<file path="config.mk">
export PLATFORM = sky130hd
export DESIGN_NAME = hazard_pipeline_processor
export DESIGN_NICKNAME = d
export VERILOG_FILES = /design/src/rtl/hazard_pipeline_processor.sv
export SDC_FILE = /design/constraint.sdc
export NUM_CORES = 1
export LEC_CHECK = 0
export BUFFER_PORTS_ARGS = -buffer_cell sky130_fd_sc_hd__buf_2
export CAP_MARGIN = 30
export CORE_MARGIN = 2
export CORE_UTILIZATION = 28
export DETAILED_ROUTE_END_ITERATION = 7
export MAX_ROUTING_LAYER = met4
export PLACE_DENSITY = 0.42
export SLEW_MARGIN = 40
export SYNTH_ARGS = -nofsm -noshare
export SYNTH_HDL_FRONTEND = slang
export SYNTH_SLANG_ARGS = --single-unit
</file>
<file path="constraint.sdc">
create_clock -name Clock -period 27.4 [get_ports Clock]
set_input_delay 1.37 -clock Clock [delete_from_list [all_inputs] [get_ports Clock]]
set_output_delay 1.37 -clock Clock [all_outputs]
set_load 0.02 [all_outputs]
</file>
<file path="src/rtl/hazard_pipeline_processor.sv">
// Five-stage IF/ID/EX/MEM/WB processor with parametrised widths, EX/MEM and
// MEM/WB forwarding (or full interlock), load-use stall and jump squash.
module hazard_pipeline_processor #(
  parameter int DATA_WIDTH     = 20,
  parameter int ADDR_WIDTH     = 20,
  parameter int REG_ADDR_WIDTH = 4,
  parameter int FORWARDING     = 1
) (
  input  logic                      Clock,
  input  logic                      Reset,
  input  logic [19:0]               InstrIn,
  output logic [ADDR_WIDTH-1:0]     InstrAddr,
  input  logic [DATA_WIDTH-1:0]     DataIn_Mem,
  output logic [ADDR_WIDTH-1:0]     MemAddress,
  output logic [DATA_WIDTH-1:0]     MemWriteData,
  output logic                      MemWriteEnable,
  output logic                      Stall,
  output logic                      WbValid,
  output logic [REG_ADDR_WIDTH-1:0] WbAddr,
  output logic [DATA_WIDTH-1:0]     WbData
);

  localparam logic [3:0] OP_ADD   = 4'b0000;
  localparam logic [3:0] OP_SUB   = 4'b0001;
  localparam logic [3:0] OP_AND   = 4'b0010;
  localparam logic [3:0] OP_NOT   = 4'b0011;
  localparam logic [3:0] OP_LI    = 4'b0100;
  localparam logic [3:0] OP_LOAD  = 4'b1011;
  localparam logic [3:0] OP_STORE = 4'b1100;
  localparam logic [3:0] OP_JMP   = 4'b1110;
  localparam int NUM_REGS = 1 << REG_ADDR_WIDTH;

  function automatic logic writesReg(input logic [3:0] op);
    return (op == OP_ADD) || (op == OP_SUB) || (op == OP_AND) ||
           (op == OP_NOT) || (op == OP_LI) || (op == OP_LOAD);
  endfunction

  logic [ADDR_WIDTH-1:0]     pc;
  logic                      ifIdValid;
  logic [19:0]               ifIdInstr;

  logic [3:0]                idOp;
  logic [REG_ADDR_WIDTH-1:0] idRd, idRs, idRt;
  logic                      idReadsRs, idReadsRt, idJump;
  logic [DATA_WIDTH-1:0]     idRsVal, idRtVal;
  logic                      loadUse, exHit, memHit;

  logic                      idExValid;
  logic [3:0]                idExOp;
  logic [REG_ADDR_WIDTH-1:0] idExRd, idExRs, idExRt;
  logic [DATA_WIDTH-1:0]     idExRsVal, idExRtVal;
  logic [7:0]                idExImm;
  logic [DATA_WIDTH-1:0]     exA, exB, exResult;

  logic                      exMemValid;
  logic [3:0]                exMemOp;
  logic [REG_ADDR_WIDTH-1:0] exMemRd;
  logic [DATA_WIDTH-1:0]     exMemResult, exMemStoreData;
  logic [ADDR_WIDTH-1:0]     exMemAddr;

  logic                      memWbValid;
  logic [REG_ADDR_WIDTH-1:0] memWbRd;
  logic [DATA_WIDTH-1:0]     memWbData;

  logic [DATA_WIDTH-1:0]     regFile [NUM_REGS];

  assign idOp      = ifIdInstr[19:16];
  assign idRd      = ifIdInstr[12 +: REG_ADDR_WIDTH];
  assign idRs      = ifIdInstr[8 +: REG_ADDR_WIDTH];
  assign idRt      = ifIdInstr[4 +: REG_ADDR_WIDTH];
  assign idReadsRs = (idOp == OP_ADD) || (idOp == OP_SUB) || (idOp == OP_AND) ||
                     (idOp == OP_NOT) || (idOp == OP_LOAD) || (idOp == OP_STORE);
  assign idReadsRt = (idOp == OP_ADD) || (idOp == OP_SUB) || (idOp == OP_AND) ||
                     (idOp == OP_STORE);
  assign idJump    = ifIdValid && (idOp == OP_JMP);

  // Write-first register file: the retiring value is visible to ID this cycle.
  assign idRsVal = (memWbValid && memWbRd == idRs) ? memWbData : regFile[idRs];
  assign idRtVal = (memWbValid && memWbRd == idRt) ? memWbData : regFile[idRt];

  assign loadUse = idExValid && (idExOp == OP_LOAD) &&
                   ((idReadsRs && idExRd == idRs) || (idReadsRt && idExRd == idRt));
  assign exHit   = idExValid && writesReg(idExOp) &&
                   ((idReadsRs && idExRd == idRs) || (idReadsRt && idExRd == idRt));
  assign memHit  = exMemValid && writesReg(exMemOp) &&
                   ((idReadsRs && exMemRd == idRs) || (idReadsRt && exMemRd == idRt));
  assign Stall   = ifIdValid && ((FORWARDING != 0) ? loadUse : (exHit || memHit));

  // NOTE: every signal assigned in always_comb gets a default first, so no path leaves it unassigned and no latch is inferred.
  always_comb begin
    exA = idExRsVal;
    exB = idExRtVal;
    if (FORWARDING != 0) begin
      // A LOAD in EX/MEM has no data yet; the load-use stall keeps consumers out of EX.
      if (exMemValid && writesReg(exMemOp) && exMemOp != OP_LOAD && exMemRd == idExRs)
        exA = exMemResult;
      else if (memWbValid && memWbRd == idExRs)
        exA = memWbData;
      if (exMemValid && writesReg(exMemOp) && exMemOp != OP_LOAD && exMemRd == idExRt)
        exB = exMemResult;
      else if (memWbValid && memWbRd == idExRt)
        exB = memWbData;
    end
    unique case (idExOp)
      OP_ADD:  exResult = exA + exB;
      OP_SUB:  exResult = exA - exB;
      OP_AND:  exResult = exA & exB;
      OP_NOT:  exResult = ~exA;
      OP_LI:   exResult = DATA_WIDTH'(idExImm);
      default: exResult = '0;
    endcase
  end

  // NOTE: state is updated with non-blocking assignments so every stage samples the previous-cycle values of the others.
  always_ff @(posedge Clock or posedge Reset) begin
    if (Reset) begin
      pc        <= '0;
      ifIdValid <= 1'b0;
      ifIdInstr <= '0;
      idExValid <= 1'b0;
      idExOp    <= '0;
      idExRd    <= '0;
      idExRs    <= '0;
      idExRt    <= '0;
      idExRsVal <= '0;
      idExRtVal <= '0;
      idExImm   <= '0;
    end else begin
      // A stall holds the jump in ID; it is taken once the stall releases.
      if (!Stall) begin
        if (idJump) begin
          pc        <= ADDR_WIDTH'(ifIdInstr[11:0]);
          ifIdValid <= 1'b0;
        end else begin
          pc        <= pc + ADDR_WIDTH'(1);
          ifIdValid <= 1'b1;
          ifIdInstr <= InstrIn;
        end
      end
      idExValid <= ifIdValid && !Stall && !idJump;
      idExOp    <= idOp;
      idExRd    <= idRd;
      idExRs    <= idRs;
      idExRt    <= idRt;
      idExRsVal <= idRsVal;
      idExRtVal <= idRtVal;
      idExImm   <= ifIdInstr[7:0];
    end
  end

  always_ff @(posedge Clock or posedge Reset) begin
    if (Reset) begin
      exMemValid     <= 1'b0;
      exMemOp        <= '0;
      exMemRd        <= '0;
      exMemResult    <= '0;
      exMemAddr      <= '0;
      exMemStoreData <= '0;
      memWbValid     <= 1'b0;
      memWbRd        <= '0;
      memWbData      <= '0;
    end else begin
      exMemValid  <= idExValid;
      exMemOp     <= idExOp;
      exMemRd     <= idExRd;
      exMemResult <= exResult;
      // Memory address and store data only move for memory ops, so they hold otherwise.
      if (idExValid && (idExOp == OP_LOAD || idExOp == OP_STORE))
        exMemAddr <= ADDR_WIDTH'(exA);
      if (idExValid && idExOp == OP_STORE)
        exMemStoreData <= exB;
      memWbValid <= exMemValid && writesReg(exMemOp);
      memWbRd    <= exMemRd;
      memWbData  <= (exMemOp == OP_LOAD) ? DataIn_Mem : exMemResult;
    end
  end

  // NOTE: the register file is reset explicitly because the architecture defines every register as 0 after reset.
  always_ff @(posedge Clock or posedge Reset) begin
    if (Reset) begin
      for (int i = 0; i < NUM_REGS; i++) regFile[i] <= '0;
    end else if (memWbValid) begin
      regFile[memWbRd] <= memWbData;
    end
  end

  assign InstrAddr      = pc;
  assign MemAddress     = exMemAddr;
  assign MemWriteData   = exMemStoreData;
  assign MemWriteEnable = exMemValid && (exMemOp == OP_STORE);
  assign WbValid        = memWbValid;
  assign WbAddr         = memWbRd;
  assign WbData         = memWbData;

endmodule

</file>
# Yosys cells after proc, flatten, opt, wreduce, memory -nomap -nowiden
# Index checks and enable logic that the tools add are counted.
# totals
regBits,520
output_inout_bits,87
inputBits,42
# classes
n_eq_ne,27
bitwise_logic,7
order_cmp,4
addsub,3
reduce_logical,39
n_mux,19
# op_table
cell,n
$bwmux 320,1
$mux 20,13
$bmux 20 s4,2
$pmux 20 s5,1
$demux 20 s4,1
$eq 4x4->1,8
$eq 4x4->1 const B,7
$eq 4x2->1 const B,6
$add 20x1->20 const B,1
$add 20x20->20,1
$and 20x20->20,1
$logic_and 1x1->1,20
$not 20->20,1
$sub 20x20->20,1
$ge 5x5->1 const B,3
$not 4->5,3
$logic_or 1x1->1,13
$eq 4x1->1 const B,3
$logic_not 4->1,3
$eq 4x3->1 const B,2
$lt 5x1->1 const B,1
$ne 4x4->1 const B,1
$logic_not 1->1,2
$not 1->1,2
other kinds (2),2

# Logic depth before layout (Yosys ltp)
# Gate-level depths: netlist of the first run.
# logic_depth
word_depth,13
ltp_mapped,25
mapped_depth_nobuf,22

# Least setup slack after synthesis of the first run
# Ideal clock, no wire load.
# synth_timing
kind,register -> register
start,register exMemOp[0]
end,register exMemResult[19]
stages_incl_launch_ff,23
t_arrival_ns,4.247
slack_ns,23.021
t_required_ns,27.268
setup_time_ns,0.132
path_buffers,2
path_cell_list,dfrtp_1 o21ai_1 nand4_1 nor2_2 clkbuf_1 clkbuf_1 o21ai_0 inv_1 ha_1 nand4_1 nor3_2 nand2_1 o21ai_1 xor2_1 ha_1 a21oi_1 o22ai_1 a2111oi_0 o21bai_1 a21oi_1 o21ai_0 xnor2_1 o21ai_1
# synth_between
elab_chain_len,12
word_cells_on_any_way,23
# synth_rtl
item,line_no,rtl
from (decl),56,logic [3:0] exMemOp;
from (signal assigned),164,exMemOp <= idExOp;
$eq 4x1->1 / $logic_not 4->1 (equally long branches),34,return (op == OP_ADD) || (op == OP_SUB) || (op == OP_AND) ||
$logic_or 1x1->1 (3 in a row),34,
$logic_or 1x1->1 (2 in a row),35,(op == OP_NOT) || (op == OP_LI) || (op == OP_LOAD);
$logic_and 1x1->1,99,if (exMemValid && writesReg(exMemOp) && exMemOp != OP_LOAD && exMemRd == idExRt)
$logic_and 1x1->1 (*) (2 in a row),99,
$mux 20 (*),99,
via exB[0],53,"logic [DATA_WIDTH-1:0] exA, exB, exResult;"
$sub 20x20->20 / $add 20x20->20 (equally long branches),"106, 105",
$pmux 20 s5 (*),104,unique case (idExOp)
via exResult[19],53,
to (signal assigned),166,exMemResult <= exResult;
to (decl),58,"logic [DATA_WIDTH-1:0] exMemResult, exMemStoreData;"
# Mark *: on every way through the listed nets, which the timed path passes. The rest lies on a longest branch.
# A chain may end at the register's enable or synchronous reset.

# Final worst setup path of the first run
# layout_timing
start,"register memWbRd[1], in the netlist WbAddr[1]"
end,register exMemResult[19]
# layout_between
elab_chain_len,6
word_cells_on_any_way,13
# layout_rtl
item,line_no,rtl
from (decl),62,logic [REG_ADDR_WIDTH-1:0] memWbRd;
from (signal assigned),173,memWbRd <= exMemRd;
$eq 4x4->1 (*),101,else if (memWbValid && memWbRd == idExRt)
$logic_and 1x1->1 (*),101,
$mux 20 (*),101,
$mux 20 (*),99,
via exB[0],53,
$sub 20x20->20 / $add 20x20->20 (equally long branches),"106, 105",
$pmux 20 s5 (*),104,
via exResult[19],53,
# Marked as above.

==> summary.md, run 1 <==
| Metric | Value |
|---|---|
| GRT overflow | 0 |
| Detailed placement HPWL | between 50,000 and 60,000 um |
| CP required | 27,890 ps |
| Drt wl/cell | 25.84 um |
| Final Power | 3.056 mW |
| #FFs+latches synth | 516 |
| Number of global-route vias before repair | 18.05k |
| Initial DRC Count | between 900 and 1k |
| Clk_lat worst skew | 640 ps |
| Root buffer cell | clkbuf_16 |
| Die W | 313.0 um |
| Max FFs per register | 320 |
| Largest net degree at the start of global routing | roughly 120 |
| Number of synthesized flops with an enable pin | 0 |
| CTS tree | yes |
| PD cells | 98.58 mW/mm^2 |
| Routed vias/inst | 5.118 |
| Layout area overhead | 15.96% |
| Commonest cells in the synthesized netlist | 516 x dfrtp_1, 408 x mux2_2, 200 x mux4_2 |
| Effective utilization at floorplan | 28.18% |
| Worst IR Drop VDD | ~0.058 mV |
| Htree depth | 2 |
| Count leader, synth | dfrtp_1 |
| Synth async-reset ratio | 100.0% |
| Clock buffer depth | 3 |
| Vias | 17.03k |
| Row cnt | 113 |
| Hold WC Path Type | reg -> reg |
| Design Area, Final | 0.03100 sq mm |
| Crit share post-route | 19.30% |
| Final-stage net count | 2,078 |
| Synth Instances | between 1.5k and 2k |
| Share of the synthesized area in the top cell type | 48.30% |
| Area of the die | approximately 0.098 sq mm |
| Final Hold Fails | 0 |
| Most used DFF post-synth | dfrtp_1 |
| Final Critical Period | about 5300 ps |
| Largest area contributor in the netlist | dfrtp_1 |
| Routed WL | around 86,000 um |
| Max Cap Viol | 0 |
| Max Transition Viols Final | 0 |
| Clk_skew | 17.13 ps |
| Synth Area in Simple Gates | 5.209% |
| DP Area | 0.02884 sq mm |
| Mapped Nets | roughly 2.0k |
| Fraction of synthesized area in multiplexers | 35.67% |
| Final std cells w/o fill | about 3.3k |
| Yosys synthesis warning count | 0 |
| Synth Area in Compound Gates | 4.652% |
| R2r startpoint | WbAddr[1] |
| Final Wtd Congestion | between 0.8 and 0.9 |
| Mapped cell area | about 0.027 sq mm |
| Critical path fanouts, max | 20 |
| Post_cts resized | 0 |
| Synth area leaders | dfrtp_1 48%, mux2_2 17%, mux4_2 17% |
| Placed cells | 3,216 |
| Core box area | between 0.09 and 0.1 sq mm |
| Worst Setup Path Type | reg -> reg |
| Fmax | 189.1 MHz |
| R2R setup slack | 22,110 ps |
| Crit start category | register |
| Clock sinks | 516 |
| Reg2reg end | exMemResult[19] |
| DRT antenna net count | 0 |
| Syn_area_per_cell | about 14 sq um |
| Hold path depth | 0 |
| Max-Slew Margin vs Limit | 42.29% |
| Crit end category | register |
| Initial antenna violation count | 3 |
| Worst hold path endpoint | idExRd[0] |
| Global-route wire length before repair | 128,100 um |
| Main combinational cell family by area after synthesis | multiplexers |
| Layout cell share with drive strength beyond 1 | 45.92% |
| Largest Register | regFile |
| Yosys cell types | a little under 70 |
| Share of the yosys chip area belonging to registers | between 40 and 50% |
| IO Count | around 130 |
| Die Ht | 313.0 um |
| Worst EP arrival | about 5800 ps |
| Setup TNS | 0 ps |
| Hold buffer count at cts | 0 |
| Static Leak | roughly 14 nW |
| Post-CTS setup buffers | 0 |
| XOR/XNOR Fraction of Synth Area | around 2.3% |
| FF-to-FF path depth | 22 |
| Critical hold path startpoint | ifIdInstr[12] |
| DRT Pass-1 Iters | 5 |
| DRC viols | 0 |
| Setup violations, final | 0 |
| CTS Buf Count | between 50 and 60 |
| Synth Area in Adders | 1.105% |
| Port Buffers | 128 |
| Clk slew on worst S/H paths | roughly 70 ps |
| Worst-Margin Slew | slightly below 900 ps |
| Overall Global Routing Usage | 18.18% |
| Outcome | completed |
| RSZ-0062 raised after global routing | no |
-- cell families after synthesis --
| logic type | Yosys count |
|---|---|
| DFF | 516 |
| adders and majority gates | 23 |
| muxes | 651 |
| AOI/OAI and AO/OA | 198 |
| buffers and inverters | 179 |
| and+or+nand+nor | 293 |
| xor gates and xnor gates | 70 |
-- metrics by stage --
step	setup WS (ps)	utilization [%]	hold slack, ps
after global routing	21340	32.67	395.8
after detailed placement	22060	30.40	367.4
after floorplan	11620	-	348.6
after global placement	22080	30.36	361.1
after CTS	22030	32.61	380.6
final	22110	32.68	383.6
-- area by class of cell --
cell class	instances	area (sq um)
Antenna cell	3	7.507
Clock inverter	28	392.9
Tap cell	1265	1583
Inverter	17	76.32
Timing Repair Buffer	185	1124
Sequential cell	516	12940
Clock buffer	79	1702
Multi-Input combinational cell	1235	13180
Fill cell	9319	63870
-- metal layers --
metal | GRT usage (%) | vias to the layer above | wire [um]
met5 | - | - | 0
met4 | 5.057 | 0 | 2303
li1 | - | 7410 | -
met1 | 23.58 | 9183 | 38630
met2 | 30.15 | 318 | 42650
met3 | 2.044 | 123 | 2421
-- critical path: stages (launching register included) --
cell and delay [ps]:
dfrtp_1 700, xnor2_1 220, nand3_2 140, nor2_2 120, buf_4 330, mux2i_1 230
o21ai_0 180, inv_1 130, ha_1 200, nand4_1 140, nor3_2 410, nand2_1 100
o21ai_1 160, xor2_1 170, ha_1 290, a21oi_1 230, o22ai_1 110, a2111oi_0 530
o21bai_1 140, a21oi_1 230, o21ai_0 150, xnor2_1 170, o21ai_1 70
-- power by group --
| part | internal, mW | leakage [nW] | total (mW) | switching (mW) |
|---|---|---|---|---|
| Clock | 0.518 | 1.03 | 0.858 | 0.340 |
| Sequential | 0.970 | 6.87 | 1.21 | 0.239 |
| Combinational | 0.503 | 5.82 | 0.989 | 0.486 |
| Total | 1.99 | 13.7 | 3.06 | 1.06 |
-- layout by cell type (no fill, tap or decap), types with 8 or more instances in the layout --
cell type,instances
buf_2,128
o21ai_0,75
mux2_2,408
ha_1,22
nand2_1,132
nor3_1,10
o21ai_1,17
nor2_1,33
dfrtp_2,10
clkbuf_16,59
o221ai_1,8
and3_1,13
inv_1,16
clkinv_2,10
a221o_1,10
xor2_1,33
nand4_1,9
clkbuf_8,15
or3_1,11
buf_4,47
xnor2_1,35
nand3_1,28
buf_6,8
nor2_2,9
mux2i_1,38
dfrtp_1,502
bufinv_16,9
a21oi_1,28
mux4_2,200
-- worst max path at each step --
stage / from / endpoint / slack [ps] / cells past startpoint
2_1_floorplan: Reset / InstrAddr[0] / 11620 / 1
3_3_place_gp: WbAddr[1] / exMemResult[19] / 22080 / 21
3_5_place_dp: WbAddr[1] / exMemResult[19] / 22060 / 22
4_1_cts: WbAddr[1] / exMemResult[19] / 22030 / 21
5_1_grt: WbAddr[1] / exMemResult[19] / 21340 / 21
6_report: WbAddr[1] / exMemResult[19] / 22110 / 22
No activity file was read; power rests on OpenSTA's default activity.
==> run 2, diff against run 1 <==
--- a/config.mk
+++ b/config.mk
@@ -5,13 +5,14 @@
 export SDC_FILE = /design/constraint.sdc
 export NUM_CORES = 1
 export LEC_CHECK = 0
+export ABC_AREA = 1
 export BUFFER_PORTS_ARGS = -buffer_cell sky130_fd_sc_hd__buf_2
 export CAP_MARGIN = 30
 export CORE_MARGIN = 2
 export CORE_UTILIZATION = 28
 export DETAILED_ROUTE_END_ITERATION = 7
 export MAX_ROUTING_LAYER = met4
-export PLACE_DENSITY = 0.42
+export PLACE_DENSITY = 0.43
 export SLEW_MARGIN = 40
 export SYNTH_ARGS = -nofsm -noshare
 export SYNTH_HDL_FRONTEND = slang
==> constraint.sdc (replaced) <==
create_clock -name Clock -period 4.8 [get_ports Clock]
set_input_delay 0.24 -clock Clock [delete_from_list [all_inputs] [get_ports Clock]]
set_output_delay 0.24 -clock Clock [all_outputs]
set_load 0.02 [all_outputs]
==> run 2 against run 1 <==
Effect of this change: maximum frequency up 24%; synthesized cell count grew 81%; clock skew up 11 ps; wire length up 20%; synthesized area grew 2.5%; first-iteration DRC count up 110%; clock power grew to 5.5 times the previous value; via count increased by 46%; clock-buffer cell count grew 10.
==> summary.md, run 2 <==
| Metric | Value |
|---|---|
| DRT antenna net count | 0 (unchanged) |
| Crit end category | register (unchanged) |
| Setup violations, final | 0 (unchanged) |
| Max Transition Viols Final | 0 (unchanged) |
| GRT overflow | 0 (unchanged) |
| Most frequent cells in the layout | 703 x o21ai_0, 652 x nand2_1, 510 x dfrtp_1 (was 502 x dfrtp_1, 408 x mux2_2, 200 x mux4_2) |
| Worst Setup Path Type | reg -> reg (unchanged) |
| Area of the die | 0.1004 sq mm (was 0.09796 sq mm) |
| Largest net degree at the start of global routing | 205 (was 115) |
| Clk_skew | 28.61 ps (was 17.13 ps) |
| Port Buffers | 128 (unchanged) |
| Final-stage net count | 3,623 (was 2,078) |
| Initial antenna violation count | 1 (was 3) |
| Final std cells w/o fill | 4,883 (was 3,328) |
| CTS Buf Count | 58 (unchanged) |
| Largest area contributor in the netlist | dfrtp_1 (unchanged) |
| Mapped cell area | 0.02739 sq mm (was 0.02673 sq mm) |
| Commonest cells in the synthesized netlist | 703 x o21ai_0, 654 x nand2_1, 516 x dfrtp_1 (was 516 x dfrtp_1, 408 x mux2_2, 200 x mux4_2) |
| Number of synthesized flops with an enable pin | 0 (unchanged) |
| Synth Instances | 3,501 (was 1,930) |
| IO Count | 129 (unchanged) |
| DRC viols | 0 (unchanged) |
| Core box area | 0.09685 sq mm (was 0.09487 sq mm) |
| Detailed placement HPWL | 65,910 um (was 54,280 um) |
| Static Leak | 14.06 nW (was 13.72 nW) |
| Commonest non-fill, non-tap cell in the layout | o21ai_0 (was dfrtp_1) |
| Fill cells | 10.27k (was 9,319) |
| Setup TNS | 0 ps (unchanged) |
| Htree depth | 2 (unchanged) |
| Synth Area in Adders | 1.078% (was 1.105%) |
| Drt wl/cell | 21.16 um (was 25.84 um) |
| Largest Register | regFile (unchanged) |
| Placed cells | 4,731 (was 3,216) |
| Routed WL | 103,300 um (was 86,010 um) |
| Post-CTS setup buffers | 0 (unchanged) |
| Hold WC Path Type | in -> async (was reg -> reg) |
| Clock sinks | 516 (unchanged) |
| PD cells | 486.4 mW/mm^2 (was 98.58 mW/mm^2) |
| Clk_lat worst skew | 650 ps (was 640 ps) |
| Clk slew on worst S/H paths | 70 ps (about the same) |
| Syn_area_per_cell | 7.825 sq um (was 13.85 sq um) |
| Most used DFF post-synth | dfrtp_1 (unchanged) |
| Final Critical Period | 4257 ps (was 5289 ps) |
| Vias | 24.85k (was 17.03k) |
| Final Power | 15.51 mW (was 3.056 mW) |
| Synth async-reset ratio | 100.0% (unchanged) |
| Global-route wire length before repair | 156,100 um (was 128,100 um) |
| Initial DRC Count | 2,077 (was 980) |
| Max-Slew Margin vs Limit | 39.42% (was 42.29%) |
| Number of global-route vias before repair | 23.58k (was 18.05k) |
| Mapped Nets | 3,566 (was 1,995) |
| #FFs+latches synth | 516 (unchanged) |
| Yosys cell types | 51 (was 68) |
| Count leader, synth | o21ai_0 (was dfrtp_1) |
| CP startpoint | exMemOp[1] (was WbAddr[1]) |
| Synth area leaders | dfrtp_1 47%, o21ai_0 13%, nand2_1 9.0% (was dfrtp_1 48%, mux2_2 17%, mux4_2 17%) |
| Layout cell share with drive strength beyond 1 | 11.37% (was 45.92%) |
| Max Cap Viol | 0 (unchanged) |
| Synth Area in Compound Gates | 25.29% (was 4.652%) |
| Final Hold Fails | 0 (unchanged) |
| DRT Pass-1 Iters | 8 (was 5) |
| Routed vias/inst | 5.090 (was 5.118) |
| Outcome | completed (unchanged) |
| Worst EP arrival | 4760 ps (was 5780 ps) |
| R2r startpoint | exMemOp[1] (was WbAddr[1]) |
| Overall Global Routing Usage | 20.97% (was 18.18%) |
| Yosys synthesis warning count | 0 (unchanged) |
| Share of the yosys chip area belonging to registers | 47.14% (was 48.30%) |
| Crit start category | register (unchanged) |
| CTS tree | yes (unchanged) |
| Max FFs per register | 320 (unchanged) |
| Final Wtd Congestion | 0.8754 (was 0.8292) |
| RSZ-0062 raised after global routing | no (unchanged) |
| Fmax | 234.9 MHz (was 189.1 MHz) |
| Worst IR Drop VDD | 0.2568 mV (was 0.05838 mV) |
| Die W | 316.8 um (was 313.0 um) |
| Synth Area in Simple Gates | 17.29% (was 5.209%) |
| Clock buffer depth | 3 (unchanged) |
| Root buffer cell | clkbuf_16 (unchanged) |
| CP required | 5300 ps (was 27,890 ps) |
| Main combinational cell family by area after synthesis | compound AO/OA/AOI/OAI gates (was multiplexers) |
| Hold WS | 229.1 ps (was 383.6 ps) |
| Effective utilization at floorplan | 28.28% (was 28.18%) |
| Die Ht | 316.8 um (was 313.0 um) |
| Fraction of synthesized area in multiplexers | 0.1644% (was 35.67%) |
| XOR/XNOR Fraction of Synth Area | 1.343% (was 2.350%) |
| Share of the synthesized area in the top cell type | 47.14% (was 48.30%) |
| Crit share post-route | 88.69% (was 19.30%) |
| Worst-Margin Slew | 907.7 ps (was 865.7 ps) |
| Row cnt | 114 (was 113) |
| Critical path fanouts, max | 24 (was 20) |
| Layout area overhead | 16.38% (was 15.96%) |
run 2: cell types whose count changed in the layout (fill, tap and decap cells not counted), sizes merged, moves of 200 or more:
cell	change
o21ai	+617
nand2	+541
mux2	-409
inv	+242
a21oi	+237
nor2	+228
mux4	-200
run 2: cell type report:
type	instances	area (sq um)	share of cell area (%)
Clock buffer	89	1729	5.424
Timing Repair Buffer	264	1899	5.958
Clock inverter	19	252.7	0.7928
Tap cell	1276	1597	5.008
Inverter	266	1005	3.151
Multi-Input combinational cell	2452	12470	39.10
Sequential cell	516	12930	40.56
Antenna cell	1	2.502	0.007849
run 2: final timing paths:
kind / to / slack [ps] / cells past startpoint
max: exMemResult[17] / 540 / 24
max in group asynchronous: ifIdInstr[4] / 3480 / 4
min in group Clock: WbData[15] / 340 / 4
min reg2reg: idExImm[1] / 380 / 0
max reg2reg: exMemResult[17] / 540 / 24
min: regFile[216] / 230 / 3
run 2: kinds of logic after synthesis:
group,Yosys count
compound gates,1251
flops,516
simple gates,1132
mux,4
buf+inv,533
fa+ha+maj,23
xor+xnor,42
run 2: metal layers:
layer / routed length (um) / vias up / GRT usage, %
met5: 0 / - / -
met4: 2324 / 0 / 4.921
met3: 4347 / 144 / 2.054
met2: 48120 / 664 / 33.49
met1: 48550 / 12050 / 28.68
li1: - / 12000 / -
run 2: worst max-delay path, stage by stage (launching register included):
cell	delay, ps
dfrtp_1	390
inv_1	60
nand2_1	60
nand2_1	60
nand2_1	90
nor3_4	220
nand2_4	240
inv_4	250
nand2_1	130
nand2_2	120
ha_1	190
nand3_2	140
nor2_4	200
a21oi_1	110
xor2_1	160
ha_1	390
nand2_1	110
nor4_2	320
a21oi_1	190
o21bai_1	310
nand2_1	110
nand2_1	70
nand2_1	40
nand3_1	60
o211ai_1	80
run 2: timing repair:
action,CTS,global route
endpoints found under the setup margin,0,1
hold endpoints to repair,58,0
resized for setup,0,1
hold buffers,41,0
run 2: per-stage QoR:
| stage | setup WS [ps] | area [sq um] | util, % |
|---|---|---|---|
| final | 542.7 | 31880 | 32.92 |
| after global placement | 519.5 | 29410 | 30.36 |
| after detailed placement | 450.2 | 29430 | 30.39 |
| after floorplan | -2448 | 27400 | - |
| after global routing | 94.43 | 31880 | 32.92 |
| after CTS | 446.0 | 31820 | 32.86 |
run 2: where the power goes:
part           switching, mW  internal (mW)  total, mW  leakage, nW
combinational           2.96           1.52       4.49         6.37
sequential             0.857           5.45       6.30         6.70
clock                   1.93           2.79       4.72        0.983
total                   5.75           9.76       15.5         14.1
